<file path="src/rtl/fpu_pkg.sv">
// Shared definitions for the FPU command sequencer: word layout, canonical
// zero, command opcodes and the sequencer state encoding.
package fpu_pkg;

  localparam int unsigned E_W    = 7;
  localparam int unsigned M_W    = 15;
  localparam int unsigned WORD_W = 23;

  // Packed word {s, e[6:0], m[14:0]}; zero is the smallest exponent with m=1.0.
  localparam logic [WORD_W-1:0] FPU_ZERO = 23'h204000;

  localparam logic [2:0] OP_NOP = 3'd0;
  localparam logic [2:0] OP_LD1 = 3'd1;
  localparam logic [2:0] OP_LD2 = 3'd2;
  localparam logic [2:0] OP_ADD = 3'd3;
  localparam logic [2:0] OP_SUB = 3'd4;
  localparam logic [2:0] OP_ST  = 3'd5;
  localparam logic [2:0] OP_XCH = 3'd6;
  localparam logic [2:0] OP_CLR = 3'd7;

  typedef enum logic [2:0] {
    S_SYNC,
    S_IDLE,
    S_ISSUE,
    S_WAIT_BUSY,
    S_WAIT_DONE
  } state_t;

endpackage

</file>
<file path="src/rtl/fpu_ctrl_watchdog.sv">
// Cycle watchdog for the FPU wait states.
//   clk, reset : clock, synchronous active-high reset
//   clr        : restart the count (wins over en)
//   en         : count this cycle
//   expired    : high on the TIMEOUT-th enabled cycle after a clear
module fpu_ctrl_watchdog #(
  parameter int unsigned TIMEOUT = 31
) (
  input  logic clk,
  input  logic reset,
  input  logic clr,
  input  logic en,
  output logic expired
);

  localparam int unsigned CNT_W = $clog2(TIMEOUT + 1);

  logic [CNT_W-1:0] cnt_q;

  assign expired = en && (cnt_q == CNT_W'(TIMEOUT - 1));

  always_ff @(posedge clk) begin
    if (reset || clr) begin
      cnt_q <= '0;
    end else if (en && !expired) begin
      cnt_q <= cnt_q + CNT_W'(1);
    end
  end

endmodule

</file>
<file path="src/rtl/fpu_ctrl.sv">
// Command sequencer for the floating-point add/sub unit.
//   cmd_*      : command stream (valid/ready), opcode and load data
//   fpu_add/sub: one-cycle start pulses to the FPU
//   fpu_r1_*/fpu_r2_* : operand registers R1/R2 exposed to the FPU
//   fpu_res_*, fpu_idle: FPU result and idle flag
//   out_*      : stored-word output (valid/ready)
//   err        : sticky FPU timeout flag
module fpu_ctrl
  import fpu_pkg::*;
#(
  parameter int unsigned TIMEOUT = 31
) (
  input  logic              clk,
  input  logic              reset,
  input  logic              cmd_valid,
  output logic              cmd_ready,
  input  logic [2:0]        cmd_op,
  input  logic [WORD_W-1:0] cmd_data,
  output logic              fpu_add,
  output logic              fpu_sub,
  output logic              fpu_r1_s,
  output logic [E_W-1:0]    fpu_r1_e,
  output logic [M_W-1:0]    fpu_r1_m,
  output logic              fpu_r2_s,
  output logic [E_W-1:0]    fpu_r2_e,
  output logic [M_W-1:0]    fpu_r2_m,
  input  logic              fpu_res_s,
  input  logic [E_W-1:0]    fpu_res_e,
  input  logic [M_W-1:0]    fpu_res_m,
  input  logic              fpu_idle,
  output logic              out_valid,
  output logic [WORD_W-1:0] out_data,
  input  logic              out_ready,
  output logic              err
);

  state_t            state_q, state_d;
  logic [WORD_W-1:0] r1_q, r2_q;
  logic [WORD_W-1:0] out_data_q;
  logic              out_valid_q;
  logic              err_q;
  logic              sub_q;
  logic              st_stall;
  logic              accept;
  logic              capture;
  logic              timeout;
  logic              wd_clr, wd_en, wd_expired;

  assign {fpu_r1_s, fpu_r1_e, fpu_r1_m} = r1_q;
  assign {fpu_r2_s, fpu_r2_e, fpu_r2_m} = r2_q;
  assign out_valid = out_valid_q;
  assign out_data  = out_data_q;
  assign err       = err_q;

  // A store cannot overwrite a word the consumer has not taken yet.
  assign st_stall = (cmd_op == OP_ST) && out_valid_q && !out_ready;
  assign accept   = cmd_valid && cmd_ready;

  fpu_ctrl_watchdog #(.TIMEOUT(TIMEOUT)) u_watchdog (
    .clk     (clk),
    .reset   (reset),
    .clr     (wd_clr),
    .en      (wd_en),
    .expired (wd_expired)
  );

  always_ff @(posedge clk) begin
    if (reset) begin
      state_q <= S_SYNC;
    end else begin
      state_q <= state_d;
    end
  end

  always_comb begin
    state_d   = state_q;
    cmd_ready = 1'b0;
    fpu_add   = 1'b0;
    fpu_sub   = 1'b0;
    wd_clr    = 1'b0;
    wd_en     = 1'b0;
    capture   = 1'b0;
    timeout   = 1'b0;
    case (state_q)
      S_SYNC: begin
        if (fpu_idle) state_d = S_IDLE;
      end
      S_IDLE: begin
        cmd_ready = !st_stall;
        if (cmd_valid && !st_stall && (cmd_op == OP_ADD || cmd_op == OP_SUB))
          state_d = S_ISSUE;
      end
      S_ISSUE: begin
        fpu_add = !sub_q;
        fpu_sub = sub_q;
        wd_clr  = 1'b1;
        state_d = S_WAIT_BUSY;
      end
      S_WAIT_BUSY: begin
        wd_en = 1'b1;
        if (!fpu_idle) begin
          wd_clr  = 1'b1;
          state_d = S_WAIT_DONE;
        end else if (wd_expired) begin
          timeout = 1'b1;
          state_d = S_IDLE;
        end
      end
      S_WAIT_DONE: begin
        wd_en = 1'b1;
        if (fpu_idle) begin
          capture = 1'b1;
          state_d = S_IDLE;
        end else if (wd_expired) begin
          timeout = 1'b1;
          state_d = S_IDLE;
        end
      end
      default: state_d = S_SYNC;
    endcase
  end

  always_ff @(posedge clk) begin
    if (reset) begin
      r1_q        <= FPU_ZERO;
      r2_q        <= FPU_ZERO;
      out_valid_q <= 1'b0;
      out_data_q  <= '0;
      err_q       <= 1'b0;
      sub_q       <= 1'b0;
    end else begin
      if (out_valid_q && out_ready) out_valid_q <= 1'b0;
      if (accept) begin
        case (cmd_op)
          OP_LD1: r1_q <= cmd_data;
          OP_LD2: r2_q <= cmd_data;
          OP_XCH: begin
            r1_q <= r2_q;
            r2_q <= r1_q;
          end
          OP_CLR: r1_q <= FPU_ZERO;
          OP_ST: begin
            // Overrides the clear above when a handshake coincides.
            out_data_q  <= r1_q;
            out_valid_q <= 1'b1;
          end
          OP_ADD: sub_q <= 1'b0;
          OP_SUB: sub_q <= 1'b1;
          default: ;
        endcase
      end
      if (capture) r1_q <= {fpu_res_s, fpu_res_e, fpu_res_m};
      if (timeout) err_q <= 1'b1;
    end
  end

endmodule

</file>
<file path="config.mk">
export PLATFORM = sky130hd
export DESIGN_NAME = fpu_ctrl
export DESIGN_NICKNAME = d
export VERILOG_FILES = /design/src/rtl/fpu_pkg.sv /design/src/rtl/fpu_ctrl_watchdog.sv /design/src/rtl/fpu_ctrl.sv
export SDC_FILE = /design/constraint.sdc
export NUM_CORES = 1
export LEC_CHECK = 0
export CAP_MARGIN = 20
export CORE_ASPECT_RATIO = 2
export CORE_UTILIZATION = 41
export CTS_CLUSTER_DIAMETER = 100
export DETAILED_ROUTE_END_ITERATION = 7
export PLACE_DENSITY = 0.76
export SLEW_MARGIN = 40
export SYNTH_ARGS = -nofsm -noshare
export SYNTH_HDL_FRONTEND = slang
export SYNTH_SLANG_ARGS = --single-unit
</file>
<file path="constraint.sdc">
create_clock -name clk -period 1.5 [get_ports clk]
set_input_delay 0.15 -clock clk [delete_from_list [all_inputs] [get_ports clk]]
set_output_delay 0.15 -clock clk [all_outputs]
set_load 0.02 [all_outputs]
</file>
# Word-level counts from Yosys, hierarchy flattened

Cells that the tools add are included.
Widths: inputs -> output; s select.

Reductions and logical operators: 25
$add $sub $neg: 1
Mux-type cells: 26
Eq/ne operators: 14

Operator list:

| kind                | number |
|---|---|
| $pmux 23 s3         | 1 |
| $mux 23             | 2 |
| $pmux 23 s2         | 1 |
| $eq 3x3->1 const B  | 5 |
| $mux 3              | 5 |
| $pmux 3 s5          | 1 |
| $mux 1              | 13 |
| $eq 3x2->1 const B  | 4 |
| $reduce_and 2->1    | 5 |
| $logic_and 1x1->1   | 8 |
| $eq 3x1->1 const B  | 2 |
| $pmux 1 s2          | 3 |
| $reduce_bool 2->1   | 3 |
| $add 5x1->5 const B | 1 |
| $eq 5x5->1 const B  | 1 |
| $logic_not 1->1     | 4 |
| $ne 2x2->1 const B  | 2 |
| $reduce_bool 4->1   | 1 |
| $logic_not 3->1     | 1 |
| $logic_or 1x1->1    | 2 |
| $reduce_or 2->1     | 1 |

Register bits after elaboration: 80
Logic and storage cells: 74

# Logic depth before layout (Yosys ltp)

Word-level depth: 8
Depth in mapped cells: 8

# Hierarchy

A second synthesis with hierarchy kept.

Cell total of the unflattened synthesis: 397
Area total of the unflattened synthesis: 3,764.9 um2

By module, submodules not included:

| module            | area each (um2) | instances | sequential area each (um2) | cells each |
|---|---|---|---|---|
| fpu_ctrl          | 3,472.1         | 1         | 1,501.4                    | 368 |
| fpu_ctrl_watchdog | 292.8           | 1         | 100.1                      | 29 |

# Worst setup path before layout

OpenSTA, ideal clock, no wires.

Path kind: flip-flop to flip-flop
From: register state_q[2]
To: register out_data_q[10] (netlist: out_data[10])
Library setup time: 0.130 ns
Path slack: -0.127 ns
Required time: 1.370 ns
Data arrival time: 1.497 ns
Stages on the path, launching flop included: 9
Buffers on the path: 4
Path through: dfxtp_1 > buf_6 > nor4bb_4 > buf_6 > and4b_1 > buf_6 > buf_12 > mux2i_1 > nor2_1

Word-level cells in the longest chain between the ends: 4

RTL lines:

| element                           | line            | source |
|---|---|---|
| start: declaration                | fpu_ctrl.sv:37  | `state_t state_q, state_d;` |
| start signal: assignment          | fpu_ctrl.sv:71  | `state_q <= state_d;` |
| $eq 3x1->1                        | fpu_ctrl.sv:84  | `case (state_q)` |
| $mux 1                            | fpu_ctrl.sv:84  |  |
| $logic_and 1x1->1                 | fpu_ctrl.sv:57  | `assign accept = cmd_valid && cmd_ready;` |
| $reduce_and 2->1 (no source line) | --              |  |
| end signal: assignment            | fpu_ctrl.sv:144 | `out_data_q <= r1_q;` |
| end: declaration                  | fpu_ctrl.sv:39  | `logic [WORD_W-1:0] out_data_q;` |

No other way between the ends.
A chain may end at the register's enable or synchronous reset.

# Worst setup path in the final report

From: register state_q[2]
To: register r2_q[9]

Word-level cells in the longest chain between the ends: 4

RTL lines:

| element                           | line            | source |
|---|---|---|
| $eq 3x1->1                        | fpu_ctrl.sv:84  |  |
| $mux 1                            | fpu_ctrl.sv:84  |  |
| $logic_and 1x1->1                 | fpu_ctrl.sv:57  |  |
| $reduce_and 2->1 (no source line) | --              |  |
| end signal: assignment            | fpu_ctrl.sv:136 | `OP_LD2: r2_q <= cmd_data;` |
| end signal: assignment            | fpu_ctrl.sv:139 | `r2_q <= r1_q;` |
| end: declaration                  | fpu_ctrl.sv:38  | `logic [WORD_W-1:0] r1_q, r2_q;` |

No other way between the ends.

==> metrics.yaml <==
diodes: 0
dr.first_iter.drc_count: 243
fin_ws_ns: -0.233
slew_headroom: 0.737
critical_path_depth: 7
crit_chain: "nor4bb_4 -> buf_4 -> buf_12 -> and3b_4 -> buf_12 -> nor2_2 -> a311oi_2"
cts_hold_buf: 0
endpoint: "r2_q[9]"
hold_depth: 2
netlist_instances: 397
antenna_found_initial: 0
ys_async_sr_fraction: 0
rr_worst_depth: 7
synth_area_mm2: 0.00374
fmax_ghz: 0.577
max_stage_delay_ns: 0.36
multiInputGateArea_mm2: 0.00213
fill_cells: 684
required_ns: 1.74
antenna_left: 0
gp_congestion: 0.831
die_x_um: 69.5
path_common_cell: "buf_12"
drive_gt1_frac: 0.271
cp.arrival_ns: 1.98
clkTransAtPathRegs_ns: 0.06
track_usage: 0.264
min_path_type: "input port to flop"
power.leakage_uw: 0.00257
final_nets: 618
finalSetupTns_ns: -11.05
synthFlopType: "dfxtp_1"
cts_root_buf: "clkbuf_16"
vdd_drop_max_mv: 0.628
cp_slowest_cell: "dfxtp_4"
numPortBuffers: 127
grt_pass1_vias: 4002
avgSynthCellArea_um2: 9.42
vias: 3870
yosys_warnings: 0
rows: 49
cts_buffer_depth: 2
die_h_um: 137
hold_violations: 0
worstSetupPathType: "flop to flop"
area_growth_pct: 64.1
preCtsSetupSlack_ns: -0.577
synth_edf_count: 0
post_synth_num_cell_types: 52
postLayoutCoreUtil: 0.690
violations: "negative setup slack"
cts_tree: "built"
final-setup-viol-count: 72
drc: 0
path_max_fanout: 12
fin_skew_ns: 0.00878
cp-startpoint: "state_q[2]"
status: "finished, violations left"
clock_sinks: 80
grt.overflow.total: 0
io_pins: 128
wirelength_um: 13500
avgViaCountPerCell: 5.80
critical_path.top_delay_family: "simple AND/OR/NAND/NOR gates"
reg2reg_from: "state_q[2]"
synth_nets: 453
grt_pass1_wl_um: 19500
ff_latch_area_mm2: 0.00161
start_kind: "flop"
rsz0062_at_grt: "yes"
reg2reg_to: "r2_q[9]"
grt_max_degree: 30
rrSetupSlack_ns: -0.23
routedWlPerCell_um: 20.2
period_share: 1.16
power_per_cell_area_mw_per_mm2: 830
cp_num_buf_inv: 3
hpwl_um: 8470
htree_levels: 3
tightest_slew_ns: 0.394
cts_buffers: 9
final_common_cell: "clkdlybuf4s50_1"
core_mm2: 0.00889
initial_core_util: 0.421
final_cells: 667
fin_crit_ns: 1.73
clock_latency_ns: 0.34
layout_common_cells: "clkdlybuf4s50_1 (79), dfxtp_1 (77), nor2_1 (56), nand2_1 (46), buf_4 (38)"
drv_slew: 0
die-area_mm2: 0.00953
endpoint_kind: "flop"
dp.cells: 630
synth-seq-cells: 80
dr.pass1.iters: 4
maxCapViolCount: 0
yosysSeqAreaShare: 0.428
## where the power goes
part	leakage [µW]	internal, µW	switching, µW	total [µW]
clock	0.000133	1240	863	2100
combinational	0.00178	400	381	781
sequential	0.000648	2160	47.1	2210
## cell usage after synthesis (all sizes together) (2+ instances only)
cell type,instances,area [µm²]
dfxtp,80,1600
nor2,77,289
nand2,46,173
mux2i,23,230
a22oi,22,165
a221o,21,210
a311oi,21,303
buf,21,184
clkbuf,15,56.3
inv,7,26.3
a21oi,6,30.0
a211oi,5,37.5
nor2b,4,25.0
nor3,4,20.0
and3b,3,26.3
nand3b,3,22.5
nor3b,3,27.5
o22ai,3,18.8
a211o,2,17.5
a21o,2,15.0
a222oi,2,20.0
ha,2,25.0
nand2b,2,12.5
nor4bb,2,35.0
xnor2,2,17.5
## flip-flops by register name, summed over array words and instances (netlist names)
register / cells
state_q: 3
out_valid: 1
r2_q: 23
u_watchdog.cnt_q: 5
err: 1
r1_q: 23
sub_q: 1
out_data: 23
## what timing repair did
action,4_1_cts,5_1_grt
pin swaps,10,20
cloned,3,3
buffers inserted,7,16
resized for setup,67,46
endpoints found under the setup margin,107,89
## stage by stage
| stage | total power, µW | cell area, µm² | hold WS, ns |
|---|---|---|---|
| final | 5090 | 6130 | 0.235 |
| after global routing | 5240 | 6130 | 0.243 |
| after CTS | 5010 | 5840 | 0.213 |
| after detailed placement | 2920 | 5400 | 0.472 |
| after global placement | 2910 | 5400 | 0.459 |
| after floorplan | 2570 | 3840 | 0.289 |
## worst min-delay path by stage
stage / from / slack [ns] / end
floorplan: fpu_res_m[0] / 0.29 / r1_q[0]
global placement: err / 0.46 / err
detailed placement: err / 0.47 / err
CTS: reset / 0.21 / r2_q[21]
global route: reset / 0.24 / r2_q[14]
finish: reset / 0.24 / r2_q[14]
## kinds of logic (layout without fill, tap and decap cells)
family / count (synthesis) / in the layout / synth area share
buffers and inverters: 43 / 211 / 0.0713
multiplexers: 23 / 23 / 0.0616
AND/OR/NAND/NOR: 153 / 153 / 0.186
adder cells (fa/ha/maj): 2 / 2 / 0.00669
XOR/XNOR: 3 / 3 / 0.00703
flip-flops: 80 / 80 / 0.428
AO/OA/AOI/OAI: 93 / 93 / 0.239
## cell type report
class / instances / area share
Sequential cell: 80 / 0.263
Clock buffer: 12 / 0.0435
Clock inverter: 2 / 0.00245
Inverter: 7 / 0.00428
Multi-Input combinational cell: 274 / 0.347
Timing Repair Buffer: 190 / 0.319
Tap cell: 102 / 0.0208
## metal layers
layer	vias to the layer above	wire [µm]	track usage
met5	-	0	0
met4	0	568	0.139
met3	37	649	0.0567
met2	170	7410	0.518
met1	1886	4840	0.250
li1	1777	-	-
Power figures use the tool's default switching activity.
